File: config.mk
export PLATFORM = sky130hd
export DESIGN_NAME = serial_subtractor_flat
export DESIGN_NICKNAME = d
export VERILOG_FILES = /design/src/rtl/serial_subtractor_if.sv /design/src/rtl/serial_subtractor.sv /design/src/flat_wrapper.sv
export SDC_FILE = /design/constraint.sdc
export NUM_CORES = 1
export LEC_CHECK = 0
export ABC_AREA = 1
export ABC_CLOCK_PERIOD_IN_PS = 1400
export BUFFER_PORTS_ARGS = -buffer_cell sky130_fd_sc_hd__buf_2
export CAP_MARGIN = 20
export CORE_UTILIZATION = 47
export DETAILED_ROUTE_END_ITERATION = 12
export PLACE_DENSITY = 0.73
export SYNTH_ARGS = -nofsm -noshare
export SYNTH_HDL_FRONTEND = slang
export SYNTH_SLANG_ARGS = --single-unit
export TNS_END_PERCENT = 50
File: constraint.sdc
create_clock -name clk -period 1.4 [get_ports clk]
set_input_delay 0.14 -clock clk [delete_from_list [all_inputs] [get_ports clk]]
set_output_delay 0.14 -clock clk [all_outputs]
set_load 0.01 [all_outputs]
File: src/rtl/serial_subtractor_if.sv
// Handshake and operand/result bundle for the bit-serial subtractor.
// The master issues operations and the slave (the subtractor) returns results.
interface serial_subtractor_if #(
  parameter int WIDTH = 4
);
  logic             start;
  logic [WIDTH-1:0] a;
  logic [WIDTH-1:0] b;
  logic             bin;
  logic             busy;
  logic             done;
  logic [WIDTH-1:0] diff;
  logic             bout;
  logic             ovf;

  modport master (
    output start, a, b, bin,
    input  busy, done, diff, bout, ovf
  );

  modport slave (
    input  start, a, b, bin,
    output busy, done, diff, bout, ovf
  );
endinterface

File: src/rtl/serial_subtractor.sv
// Bit-serial ripple-borrow subtractor: diff = a - b - bin, one bit per clock, LSB first.
// A single full-subtractor cell plus a borrow flop; the result is published only on completion.
module serial_subtractor #(
  parameter int WIDTH = 4
) (
  input  logic                 clk,
  input  logic                 rst,
  serial_subtractor_if.slave   s
);

  localparam int                CNT_W    = $clog2(WIDTH) + 1;
  localparam logic [CNT_W-1:0]  LAST_BIT = CNT_W'(WIDTH - 1);

  typedef enum logic [1:0] {
    IDLE  = 2'd0,
    SHIFT = 2'd1,
    DONE  = 2'd2
  } state_t;

  state_t           r_state;
  state_t           w_state_next;

  logic [WIDTH-1:0] r_a_sh;
  logic [WIDTH-1:0] r_b_sh;
  logic [WIDTH-1:0] r_res;
  logic [CNT_W-1:0] r_cnt;
  logic             r_br;

  logic [WIDTH-1:0] r_diff;
  logic             r_bout;
  logic             r_ovf;

  logic             w_accept;
  logic             w_last;
  logic             w_busy;
  logic             w_done;
  logic             w_ai;
  logic             w_bi;
  logic             w_di;
  logic             w_bo;
  logic             w_ovf;
  logic [WIDTH-1:0] w_res_next;

  // Full-subtractor cell on the current LSBs of the operand shift registers.
  always_comb begin
    w_ai       = r_a_sh[0];
    w_bi       = r_b_sh[0];
    w_di       = w_ai ^ w_bi ^ r_br;
    w_bo       = (~w_ai & w_bi) | (~(w_ai ^ w_bi) & r_br);
    w_res_next = {w_di, r_res[WIDTH-1:1]};
    // On the last bit the operand LSBs are the original sign bits, so no extra copy is kept.
    w_ovf      = (w_ai != w_bi) & (w_res_next[WIDTH-1] != w_ai);
  end

  // NOTE: every combinational output gets a default first so no path leaves it unassigned (no latch).
  always_comb begin
    w_state_next = r_state;
    w_accept     = 1'b0;
    w_last       = 1'b0;
    w_busy       = 1'b0;
    w_done       = 1'b0;
    unique case (r_state)
      IDLE: begin
        if (s.start) begin
          w_accept     = 1'b1;
          w_state_next = SHIFT;
        end
      end
      SHIFT: begin
        w_busy = 1'b1;
        if (r_cnt == LAST_BIT) begin
          w_last       = 1'b1;
          w_state_next = DONE;
        end
      end
      DONE: begin
        w_done = 1'b1;
        if (s.start) begin
          w_accept     = 1'b1;
          w_state_next = SHIFT;
        end else begin
          w_state_next = IDLE;
        end
      end
      default: w_state_next = IDLE;
    endcase
  end

  // NOTE: sequential state uses non-blocking assignments so every flop samples pre-edge values.
  always_ff @(posedge clk) begin
    if (rst) begin
      r_state <= IDLE;
      r_a_sh  <= '0;
      r_b_sh  <= '0;
      r_res   <= '0;
      r_cnt   <= '0;
      r_br    <= 1'b0;
      r_diff  <= '0;
      r_bout  <= 1'b0;
      r_ovf   <= 1'b0;
    end else begin
      r_state <= w_state_next;
      if (w_accept) begin
        r_a_sh <= s.a;
        r_b_sh <= s.b;
        r_br   <= s.bin;
        r_cnt  <= '0;
        r_res  <= '0;
      end else if (r_state == SHIFT) begin
        r_a_sh <= r_a_sh >> 1;
        r_b_sh <= r_b_sh >> 1;
        r_br   <= w_bo;
        r_cnt  <= r_cnt + 1'b1;
        r_res  <= w_res_next;
        if (w_last) begin
          r_diff <= w_res_next;
          r_bout <= w_bo;
          r_ovf  <= w_ovf;
        end
      end
    end
  end

  assign s.busy = w_busy;
  assign s.done = w_done;
  assign s.diff = r_diff;
  assign s.bout = r_bout;
  assign s.ovf  = r_ovf;

endmodule

File: src/flat_wrapper.sv
// flat-port wrapper written by rule: the top's interface ports become plain ports
module serial_subtractor_flat 
#(
  parameter int WIDTH = 4
)
  (clk, rst, s_start, s_a, s_b, s_bin, s_busy, s_done, s_diff, s_bout, s_ovf);
  serial_subtractor_if #(.WIDTH(WIDTH)) s_i ();
  input  logic clk;
  input  logic rst;
  input wire logic [$bits(s_i.start)-1:0] s_start;
  input wire logic [$bits(s_i.a)-1:0] s_a;
  input wire logic [$bits(s_i.b)-1:0] s_b;
  input wire logic [$bits(s_i.bin)-1:0] s_bin;
  output wire logic [$bits(s_i.busy)-1:0] s_busy;
  output wire logic [$bits(s_i.done)-1:0] s_done;
  output wire logic [$bits(s_i.diff)-1:0] s_diff;
  output wire logic [$bits(s_i.bout)-1:0] s_bout;
  output wire logic [$bits(s_i.ovf)-1:0] s_ovf;
  assign s_i.start = s_start;
  assign s_i.a = s_a;
  assign s_i.b = s_b;
  assign s_i.bin = s_bin;
  assign s_busy = s_i.busy;
  assign s_done = s_i.done;
  assign s_diff = s_i.diff;
  assign s_bout = s_i.bout;
  assign s_ovf = s_i.ovf;
  serial_subtractor #(.WIDTH(WIDTH)) u_core (.clk(clk), .rst(rst), .s(s_i));
endmodule
[Yosys cells after proc, flatten, opt, wreduce, memory -nomap -nowiden]
Cells that the tools add are included.
Storage, ports and cells
  bits in registers: 24
  logic and storage cells: 48
Operators by class
  add/sub/neg operators: 1
  equality and inequality tests: 7
  muxes and demuxes: 16
  bitwise operators: 9
  reduce and logical (&&, ||, !) cells: 6
Operators with widths (count)
  $mux W4: 4
  $mux W1: 9
  $pmux W2 S3: 1
  $mux W2: 2
  $reduce_or A2 Y1: 2
  $add A3 B1 Y3 const B: 1
  $and A1 B1 Y1: 3
  $eq A3 B2 Y1 const B: 1
  $not A1 Y1: 3
  $reduce_and A3 Y1: 1
  $eq A2 B1 Y1 const B: 1
  $eq A2 B2 Y1 const B: 1
  $logic_not A2 Y1: 1
  $ne A1 B1 Y1: 2
  $ne A2 B1 Y1 const B: 1
  $ne A2 B2 Y1 const B: 1
  $reduce_and A2 Y1: 1
  $reduce_bool A2 Y1: 1
  $xor A1 B1 Y1: 2
  $or A1 B1 Y1: 1

[Logic depth before layout (Yosys ltp)]
Gate-level depths: netlist (run 1).
  word-level depth: 6
  depth in mapped cells: 8

[Least setup slack after synthesis (run 1)]
OpenSTA, ideal clock, no wires.
  path kind: reg-to-reg
  start: register u_core.r_a_sh[0]
  end: register u_core.r_ovf, in the netlist u_core.s.ovf
  setup time: 0.056 ns
  arrival time: 1.229 ns
  data required time: 1.344 ns
  path slack: 0.115 ns
  cell stages (with the launch flop): 9
  clock period less this slack: 1.285 ns
  cells stage by stage: dfxtp_1 -> inv_1 -> fa_1 -> inv_1 -> a21oi_1 -> nand2_1 -> nand2_1 -> nand2_1 -> inv_1
On the way
  word-level cells in the longest chain between the ends: 4
  elaborated cells between the ends (all ways): 5
  classes of those cells: 2 x eq/ne; 3 x bitwise
Ends and longest elaborated chain
  start, declared: RTL line serial_subtractor.sv:23  | logic [WIDTH-1:0] r_a_sh;
  start signal, assigned: RTL line serial_subtractor.sv:104  | r_a_sh <= s.a;
  start signal, assigned: RTL line serial_subtractor.sv:110  | r_a_sh <= r_a_sh >> 1;
  $xor A1 B1 Y1 (2 in series): RTL line serial_subtractor.sv:48  | w_di = w_ai ^ w_bi ^ r_br;
  $ne A1 B1 Y1: RTL line serial_subtractor.sv:52  | w_ovf = (w_ai != w_bi) & (w_res_next[WIDTH-1] != w_ai);
  $and A1 B1 Y1 (*): RTL line serial_subtractor.sv:52
  end signal, assigned: RTL line serial_subtractor.sv:118  | r_ovf <= w_ovf;
  end, declared: RTL line serial_subtractor.sv:31  | logic r_ovf;
Mark *: on every way between the ends. The rest lies on a longest branch, timed or not.
A chain may end at the register's enable or synchronous reset.

[Worst setup path after layout (run 1)]
  start: register u_core.r_a_sh[0]
  end: register u_core.r_res[3]
On the way
  word-level cells in the longest chain between the ends: 2
Ends and longest elaborated chain
  $xor A1 B1 Y1 (2 in series): RTL line serial_subtractor.sv:48
  end signal, assigned: RTL line serial_subtractor.sv:114  | r_res <= w_res_next;
  end, declared: RTL line serial_subtractor.sv:25  | logic [WIDTH-1:0] r_res;
No other way between the ends.

==> out/summary.txt, run 1 <==
Tightest Hold Check Type: input port to flip-flop
period utilisation layout: 99.2%
Remaining DRCs: 0
Num CTS Buffers: 3
first-pass GRT wire length: 3440 µm
setup TNS: 0 ns
H-tree depth: 1
port buffer count: 19
met1 GRT Util: 21.5%
Synth Register Bits: 23
Die ar.: 0.00242 mm²
DR iter-0 viols: 21
Worst-Skew Late Latency: 0.32 ns
Peak VDD IR: 0.755 mV
ratio of cells with drive above 1 in the final layout: 27.5%
GRT Util Overall: 18.8%
syn_nets: 161
Seq/Total Area, Yosys: 44.1%
largest net degree at the start of global routing: 14
P&R area growth vs syn: 19.3%
HPWL Detailed: 1500 µm
# rows: 16
via count: 947
Cell Pwr Density: 1010 mW/mm²
Int Power: 0.895 mW
net switching power: 0.364 mW
CTS root buf: clkbuf_4
Max Clk Rate: 720 MHz
core area: 0.00202 mm²
fillers: 198
Leakage: 0.642 nW
largest fanout on the critical path: 3
antenna viol nets, final: 0
Flop pwr share: 56.3%
Critical Path Source Type: flip-flop
Post-Synthesis Cell Area: 0.00104 mm²
vias in the first global route: 858
Post-CTS Hold Buffers: 0
Die Ht: 49.1 µm
drt wl/cell: 10.6 µm
Tightest Pin Transition: 0.413 ns
Layout Nets: 188
RSZ-0062 raised after global routing: yes
Ant. Diodes: 0
Setup Crit Path Kind: flip-flop to flip-flop
clock share of power: 25.0%
Placer Congestion: 0.830
worst path cell trace: inv_2 -> fa_1 -> inv_2 -> buf_4 -> nand2_2 -> a21oi_2
Rel. slew slack: 72.4%
CTS clock-pin slew for the worst setup and hold paths: 0.13 ns
Multi-input gate area: 490 µm²
final setup fails: 0
Min Clock Period, post-route: 1.39 ns
Cell variety after synth: 18
final clock skew: 0.00757 ns
drt first pass iters: 4
synthesized area per cell: 7.21 µm²
Max-cap violations: 0
CTS tree: built
Routed Wire Length: 2090 µm
slowest CP cell: fa_1
final hold vios: 0
Syn Inst Count: 145
combinational fraction of design power: 18.8%
CTS sink cnt: 23
Critical Path Sink Type: flip-flop
DR vias/cell: 4.78
antenna violations before repair: 0
Switching Fraction: 28.9%
CP most frequent cell: inv_2
Initial Util: 51.7%
status: finished, final reports clean
busiest grt layer: met2
Seq. cell area: 464 µm²
Total Power: 1.26 mW
CP Data Required Time: 1.63 ns
Die W: 49.1 µm
GRT met3 Usage: 3.12%
CTS Buffer Depth: 2
Final Max Tran Viols: 0
max incr delay on CP: 0.57 ns
CP arrival: 1.62 ns
Ports: 20
Syn. warnings: 0
met2 Usage GRT: 32.9%
total congestion overflow: 0
-- through the flow --
stage	worst slack (ns)	instances	instance area, µm²	utilization [%]	hold slack (ns)
2_1_floorplan	0.115	145	1040	-	0.209
5_1_grt	-0.0624	198	1250	61.6	0.0441
3_5_place_dp	0.0200	190	1160	57.6	0.375
4_1_cts	0.0145	194	1190	59.1	0.0434
3_3_place_gp	0.0832	190	1160	57.6	0.364
6_report	0.0117	198	1250	61.6	0.0483
-- placed cells by master (no fill, tap or decap), drive strengths merged --
cell type	Yosys	routed
fa	1	1
nand2	38	38
a21oi	12	12
inv	24	24
ha	3	3
o21ai	5	5
nor2	19	19
clkinv	0	1
nand3	16	16
buf	3	25
xor2	1	1
clkbuf	0	3
dfxtp	23	23
-- per-layer routing --
metal / vias to the layer above / routed length (µm)
met4: 0 / 47
li1: 495 / -
met3: 4 / 50
met5: - / 0
met1: 438 / 980
met2: 10 / 1010
-- power by group through the flow --
stage / clock (mW) / combinational (mW) / sequential (mW)
final: 0.314 / 0.236 / 0.708
after global routing: 0.342 / 0.268 / 0.713
after CTS: 0.314 / 0.193 / 0.709
after detailed placement: 0 / 0.191 / 0.722
after global placement: 0 / 0.185 / 0.721
after floorplan: 0 / 0.143 / 0.718
-- repair_timing --
action	4_1_cts	5_1_grt
gates resized for setup	2	10
buffers inserted	0	4
endpoints found under the setup margin	2	4
pin swaps	0	3
-- sequential cells by signal, summed over array words and instances, names as in the netlist --
register        count
u_core.s.bout       1
u_core.r_br         1
u_core.r_cnt        3
u_core.s.ovf        1
u_core.r_state      2
u_core.r_res        3
u_core.r_b_sh       4
u_core.r_a_sh       4
u_core.s.diff       4
-- logic make-up (layout without fill, tap and decap cells) --
logic type	after synthesis	after routing	share of synthesized area (%)
XOR/XNOR	1	1	0.838
adder cells (fa/ha/maj)	4	4	5.51
AND/OR/NAND/NOR	73	73	30.5
flip-flops	23	23	44.1
AO/OA/AOI/OAI	17	17	8.14
buffers and inverters	27	53	10.9
-- final cells by class --
| class | count | share of cell area, % |
|---|---|---|
| Timing Repair Buffer | 25 | 11.2 |
| Tap cell | 27 | 2.71 |
| Inverter | 24 | 7.23 |
| Clock buffer | 3 | 1.81 |
| Clock inverter | 1 | 0.402 |
| Sequential cell | 23 | 37.2 |
| Multi-Input combinational cell | 95 | 39.4 |
-- worst paths after layout --
kind                                          to  slack, ns  cells after the start             start
worst max-delay path             u_core.r_res[3]       0.01                      6  u_core.r_a_sh[0]
worst min-delay path            u_core.r_b_sh[3]       0.05                      3            s_b[3]
worst max register to register   u_core.r_res[3]       0.01                      6  u_core.r_a_sh[0]
worst min register to register  u_core.s.diff[2]       0.47                      2   u_core.r_res[3]
-- critical path: cells and delay by family (launching register included) --
| family | cells | cell delay, ns |
|---|---|---|
| adder cells (fa/ha/maj) | 1 | 0.57 |
| buffers and inverters | 3 | 0.24 |
| AO/OA/AOI/OAI | 1 | 0.05 |
| AND/OR/NAND/NOR | 1 | 0.07 |
| flip-flops | 1 | 0.36 |
-- Yosys cell counts --
cell type | instances | area, µm²
nand2_1 | 34 | 128
dfxtp_1 | 23 | 460
nor2_1 | 17 | 63.8
o21ai_0 | 5 | 25.0
nor2_4 | 1 | 11.3
fa_1 | 1 | 20.0
buf_6 | 1 | 11.3
nand2_4 | 1 | 11.3
inv_1 | 23 | 86.3
xor2_1 | 1 | 8.76
nand2_2 | 3 | 18.8
inv_2 | 1 | 3.75
nand3_1 | 16 | 80.1
a21oi_1 | 12 | 60.1
ha_1 | 3 | 37.5
buf_2 | 1 | 5.00
buf_4 | 1 | 7.51
nor2_2 | 1 | 6.26
(Power assumes the default switching activity.)
==> run 2, diff against run 1 <==
--- a/config.mk
+++ b/config.mk
@@ -9,6 +9,7 @@
 export ABC_CLOCK_PERIOD_IN_PS = 1400
 export BUFFER_PORTS_ARGS = -buffer_cell sky130_fd_sc_hd__buf_2
 export CAP_MARGIN = 20
+export CORE_MARGIN = 2
 export CORE_UTILIZATION = 47
 export DETAILED_ROUTE_END_ITERATION = 12
 export PLACE_DENSITY = 0.73
==> out/summary.txt, run 2 (synthesized netlist as in run 1, its figures left out) <==
Critical Path Sink Type: flip-flop (unchanged)
drt first pass iters: 3 (was 4)
Levels on crit path: 8 (was 6)
Post-CTS Hold Buffers: 0 (unchanged)
slowest CP cell: fa_1 (unchanged)
Ant. Diodes: 0 (unchanged)
total congestion overflow: 0 (unchanged)
commonest non-fill, non-tap cell in the layout: nand2_1 (unchanged)
CTS sink cnt: 23 (unchanged)
final hold vios: 0 (unchanged)
Setup Crit Path Kind: flip-flop to flip-flop (unchanged)
CTS tree: built (unchanged)
# rows: 17 (was 16)
Max-cap violations: 0 (unchanged)
fillers: 214 (was 198)
H-tree depth: 1 (unchanged)
status: finished, final reports clean (unchanged)
CP arrival: 1.61 ns (was 1.62 ns)
Worst-Skew Late Latency: 0.30 ns (was 0.32 ns)
Crit. Startpoint: u_core.r_a_sh[0] (unchanged)
R2R Path Start: u_core.r_a_sh[0] (unchanged)
Num CTS Buffers: 3 (unchanged)
Cell Pwr Density: 998 mW/mm² (was 1010 mW/mm²)
Die ar.: 0.00262 mm² (was 0.00242 mm²)
vias in the first global route: 894 (was 858)
Min Clock Period, post-route: 1.35 ns (was 1.39 ns)
Peak VDD IR: 0.750 mV (was 0.755 mV)
via count: 945 (was 947)
CTS clock-pin slew for the worst setup and hold paths: 0.12 ns (was 0.13 ns)
P&R area growth vs syn: 17.1% (was 19.3%)
final core occ: 57.0% (was 61.6%)
Leakage: 0.628 nW (was 0.642 nW)
Layout Nets: 186 (was 188)
drt wl/cell: 10.1 µm (was 10.6 µm)
Tightest Pin Transition: 0.393 ns (was 0.413 ns)
Rel. slew slack: 73.7% (was 72.4%)
Routed Wire Length: 1990 µm (was 2090 µm)
Max Clk Rate: 740 MHz (was 720 MHz)
Worst path top cell family by delay: adder cells (unchanged)
max incr delay on CP: 0.52 ns (was 0.57 ns)
largest fanout on the critical path: 3 (unchanged)
DR iter-0 viols: 7 (was 21)
HPWL Detailed: 1490 µm (was 1500 µm)
hold_ws: 0.0544 ns (was 0.0483 ns)
Area after DPL: 0.00117 mm² (was 0.00116 mm²)
worst reg2reg path depth: 8 (was 6)
first-pass GRT wire length: 3520 µm (was 3440 µm)
fin area: 0.00122 mm² (was 0.00125 mm²)
worst path cell trace: inv_2 -> fa_1 -> inv_2 -> a21oi_2 -> nand2_1 -> nand2_1 -> nand2_1 -> inv_1 (was inv_2 -> fa_1 -> inv_2 -> buf_4 -> nand2_2 -> a21oi_2)
Initial Util: 48.6% (was 51.7%)
Ports: 20 (unchanged)
Critical Path Source Type: flip-flop (unchanged)
final clock skew: 0.00161 ns (was 0.00757 ns)
FF-to-FF End: u_core.s.ovf (was u_core.r_res[3])
largest net degree at the start of global routing: 14 (unchanged)
Die W: 51.1 µm (was 49.1 µm)
RSZ-0062 raised after global routing: yes (unchanged)
Remaining DRCs: 0 (unchanged)
ratio of cells with drive above 1 in the final layout: 24.9% (was 27.5%)
Tightest Hold Check Type: input port to flip-flop (unchanged)
antenna viol nets, final: 0 (unchanged)
final setup fails: 0 (unchanged)
end of the critical path: u_core.s.ovf (was u_core.r_res[3])
R2R setup slack: 0.05 ns (was 0.01 ns)
Die Ht: 51.1 µm (was 49.1 µm)
GRT Util Overall: 17.8% (was 18.8%)
DR vias/cell: 4.80 (was 4.78)
Placer Congestion: 0.827 (was 0.830)
core area: 0.00215 mm² (was 0.00202 mm²)
CTS root buf: clkbuf_4 (unchanged)
period utilisation layout: 96.6% (was 99.2%)
CP Data Required Time: 1.66 ns (was 1.63 ns)
port buffer count: 19 (unchanged)
most frequent cells in the layout: 34 x nand2_1, 20 x inv_1, 19 x buf_2, 19 x dfxtp_1, 17 x nor2_1 (was 32 x nand2_1, 20 x inv_1, 20 x dfxtp_1)
CP most frequent cell: nand2_1 (was inv_2)
CTS Buffer Depth: 2 (unchanged)
Total Power: 1.22 mW (was 1.26 mW)
Critical path buffers and inverters: 3 (unchanged)
Final Max Tran Viols: 0 (unchanged)
antenna violations before repair: 0 (unchanged)
## run 2: changes by cell type in the layout (fill, tap and decap cells not counted), sizes merged
cell | previous run | this run
buf | 25 | 23
clkbuf | 3 | 4
clkinv | 1 | 0
## run 2: final cells by class
| class | instances | area [µm²] | area share [%] |
|---|---|---|---|
| flip-flops and latches | 23 | 465 | 38.0 |
| multi-input cells | 95 | 482 | 39.4 |
| well taps | 28 | 35.0 | 2.86 |
| clock buffers | 4 | 26.3 | 2.15 |
| repair buffers | 23 | 125 | 10.2 |
| inverters | 24 | 90.1 | 7.36 |
## run 2: worst min-delay path, cell delays in order
cell and delay, ns:
buf_2 0.07, nor2_1 0.03, nor2_1 0.08
## run 2: what timing repair did
| item | 4_1_cts | 5_1_grt |
|---|---|---|
| buffers inserted | 0 | 1 |
| setup endpoints to repair | 2 | 8 |
| resized for setup | 2 | 8 |
| pin swaps | 0 | 0 |
## run 2: where the power goes
part	total (mW)	switching, mW	internal [mW]	leakage, nW
combinational	0.206	0.124	0.0818	0.425
clock	0.304	0.193	0.111	0.0150
sequential	0.711	0.0229	0.688	0.189
total	1.22	0.340	0.881	0.628
## run 2: how the worst min path moves through the flow
stage                 from          endpoint  slack (ns)  cells after the start
global placement    s_b[3]  u_core.r_b_sh[3]        0.37                      3
CTS                 s_b[3]  u_core.r_b_sh[3]        0.05                      3
detailed placement  s_b[3]  u_core.r_b_sh[3]        0.38                      3
floorplan              rst  u_core.r_a_sh[0]        0.21                      1
finish              s_b[3]  u_core.r_b_sh[3]        0.05                      3
global route           rst  u_core.r_a_sh[0]        0.06                      2
## run 2: stage by stage
step           std cells  setup slack [ns]  TNS, ns
2_1_floorplan        145             0.115        0
3_3_place_gp         192            0.0779        0
3_5_place_dp         192            0.0182        0
4_1_cts              196            0.0207        0
5_1_grt              197           -0.0257  -0.0299
6_report             197            0.0480        0
## run 2: metal layers
layer	wire length, µm	GRT usage (%)	vias to the layer above
met5	0	0	-
met2	970	31.4	7
li1	-	-	495
met3	31	3.51	4
met1	960	21.2	439
met4	26	6.76	0
==> run 3, diff against run 2 <==
--- a/config.mk
+++ b/config.mk
@@ -13,6 +13,7 @@
 export CORE_UTILIZATION = 47
 export DETAILED_ROUTE_END_ITERATION = 12
 export PLACE_DENSITY = 0.73
+export SLEW_MARGIN = 5
 export SYNTH_ARGS = -nofsm -noshare
 export SYNTH_HDL_FRONTEND = slang
 export SYNTH_SLANG_ARGS = --single-unit
==> constraint.sdc (replaced) <==
create_clock -name clk -period 1.4 [get_ports clk]
set_input_delay 0.14 -clock clk [delete_from_list [all_inputs] [get_ports clk]]
set_output_delay 0.14 -clock clk [all_outputs]
set_load 0.1 [all_outputs]
==> out/summary.txt, run 3 (synthesized netlist as in run 1, its figures left out) <==
Max-cap violations: 0 (unchanged)
Switching Fraction: 29.1% (was 27.8%)
met2 Usage GRT: 34.4% (was 31.4%)
Multi-input gate area: 488 µm² (was 482 µm²)
Critical Path Source Type: flip-flop (unchanged)
final core occ: 58.7% (was 57.0%)
via count: 949 (was 945)
Seq. cell area: 469 µm² (was 465 µm²)
CTS Buffer Depth: 2 (unchanged)
total congestion overflow: 0 (unchanged)
Die ar.: 0.00262 mm² (unchanged)
CTS tree: built (unchanged)
Ports: 20 (unchanged)
commonest non-fill, non-tap cell in the layout: nand2_1 (unchanged)
final hold vios: 0 (unchanged)
Worst-Skew Late Latency: 0.30 ns (about the same)
busiest grt layer: met2 (unchanged)
Flop pwr share: 56.9% (was 58.2%)
largest net degree at the start of global routing: 16 (was 14)
Ant. Diodes: 0 (unchanged)
Die Ht: 51.1 µm (unchanged)
met1 GRT Util: 20.1% (was 21.2%)
Min Clock Period, post-route: 1.35 ns (about the same)
P&R area growth vs syn: 20.7% (was 17.1%)
max incr delay on CP: 0.42 ns (was 0.52 ns)
final clock skew: 0.00257 ns (was 0.00161 ns)
final setup fails: 0 (unchanged)
Setup Crit Path Kind: flip-flop to output port (was flip-flop to flip-flop)
net switching power: 0.363 mW (was 0.340 mW)
port buffer count: 19 (unchanged)
worst reg2reg path depth: 7 (was 8)
period utilisation layout: 96.7% (was 96.6%)
Num CTS Buffers: 3 (unchanged)
Total Power: 1.25 mW (was 1.22 mW)
CTS clock-pin slew for the worst setup and hold paths: 0.12 ns (about the same)
Hold Path Stages: 3 (unchanged)
core area: 0.00215 mm² (unchanged)
Tightest Hold Check Type: input port to flip-flop (unchanged)
antenna viol nets, final: 0 (unchanged)
largest fanout on the critical path: 8 (was 3)
Leakage: 0.630 nW (was 0.628 nW)
Die W: 51.1 µm (unchanged)
status: finished, final reports clean (unchanged)
CP arrival: 1.21 ns (was 1.61 ns)
DR iter-0 viols: 18 (was 7)
CTS sink cnt: 23 (unchanged)
Layout Nets: 185 (was 186)
Final Max Tran Viols: 0 (unchanged)
first-pass GRT wire length: 3640 µm (was 3520 µm)
worst path cell trace: inv_6 -> nor2_4 -> buf_12 (was inv_2 -> fa_1 -> inv_2 -> a21oi_2 -> nand2_1 -> nand2_1 -> nand2_1 -> inv_1)
setup TNS: 0 ns (unchanged)
fillers: 214 (unchanged)
Int Power: 0.887 mW (was 0.881 mW)
Peak VDD IR: 0.520 mV (was 0.750 mV)
GRT Util Overall: 18.5% (was 17.8%)
Routed Wire Length: 2080 µm (was 1990 µm)
RSZ-0062 raised after global routing: yes (unchanged)
most frequent cells in the layout: 34 x nand2_1, 20 x inv_1, 18 x dfxtp_1 (was 34 x nand2_1, 20 x inv_1, 19 x buf_2, 19 x dfxtp_1, 17 x nor2_1)
drt first pass iters: 4 (was 3)
CP Data Required Time: 1.26 ns (was 1.66 ns)
GRT met3 Usage: 3.22% (was 3.51%)
# rows: 17 (unchanged)
Rel. slew slack: 68.0% (was 73.7%)
Cell Pwr Density: 991 mW/mm² (was 998 mW/mm²)
R2R setup slack: 0.05 ns (about the same)
HPWL Detailed: 1580 µm (was 1490 µm)
CTS root buf: clkbuf_4 (unchanged)
clock share of power: 24.3% (was 24.9%)
Critical Path Sink Type: output port (was flip-flop)
ratio of cells with drive above 1 in the final layout: 26.2% (was 24.9%)
Tightest Pin Transition: 0.483 ns (was 0.393 ns)
Placer Congestion: 0.820 (was 0.827)
Max Clk Rate: 738 MHz (was 740 MHz)
slowest CP cell: dfxtp_4 (was fa_1)
H-tree depth: 1 (unchanged)
Initial Util: 48.6% (unchanged)
DR vias/cell: 4.84 (was 4.80)
combinational fraction of design power: 18.7% (was 16.8%)
drt wl/cell: 10.6 µm (was 10.1 µm)
Remaining DRCs: 0 (unchanged)
antenna violations before repair: 0 (unchanged)
vias in the first global route: 930 (was 894)
==> run 3: changes by cell type in the layout (fill, tap and decap cells not counted), sizes merged <==
cell  delta
buf      -1
==> run 3: stage by stage <==
stage | hold slack, ns | area (µm²) | std cells | setup slack (ns)
global route | 0.0689 | 1260 | 196 | -0.0334
floorplan | 0.199 | 1060 | 145 | -0.00201
global placement | 0.360 | 1210 | 191 | 0.0815
finish | 0.0577 | 1260 | 196 | 0.0457
CTS | 0.0524 | 1240 | 195 | 0.0183
detailed placement | 0.376 | 1210 | 191 | 0.0218
==> run 3: path summary, 6_finish.rpt <==
kind | startpoint | endpoint
setup / recovery | u_core.r_state[0] | s_busy
hold / removal | s_a[3] | u_core.r_a_sh[3]
setup reg to reg | u_core.r_br | u_core.s.ovf
hold reg to reg | u_core.r_cnt[2] | u_core.r_cnt[2]
==> run 3: metal layers <==
| metal | up-vias | wire length [µm] |
|---|---|---|
| met4 | 0 | 17 |
| met1 | 439 | 961 |
| li1 | 496 | - |
| met2 | 12 | 1030 |
| met3 | 2 | 65 |
| met5 | - | 0 |
==> run 3: cell type report <==
cell class	instances	share of cell area, %
Clock buffer	4	2.08
Inverter	24	7.54
Multi-Input combinational cell	95	38.7
Sequential cell	23	37.2
Tap cell	28	2.78
Timing Repair Buffer	22	11.7
==> run 3: critical path, delay by kind of cell (launching register included) <==
kind          cells  cell delay (ns)
buf+inv           2             0.26
flops             1             0.42
simple gates      1             0.23
==> run 3: what timing repair did <==
| action | in CTS | in global routing |
|---|---|---|
| gates resized for setup | 1 | 10 |
| endpoints found under the setup margin | 1 | 5 |
| setup buffers | 0 | 1 |
| pin swaps | 0 | 1 |
| hold buffers | 0 | 0 |
==> run 3: power by group through the flow <==
stage          Combinational [mW]  Clock, mW  Sequential, mW
3_5_place_dp                0.221          0           0.724
3_3_place_gp                0.213          0           0.722
5_1_grt                     0.264      0.327           0.717
4_1_cts                     0.222      0.307           0.710
2_1_floorplan               0.161          0           0.720
6_report                    0.234      0.304           0.712
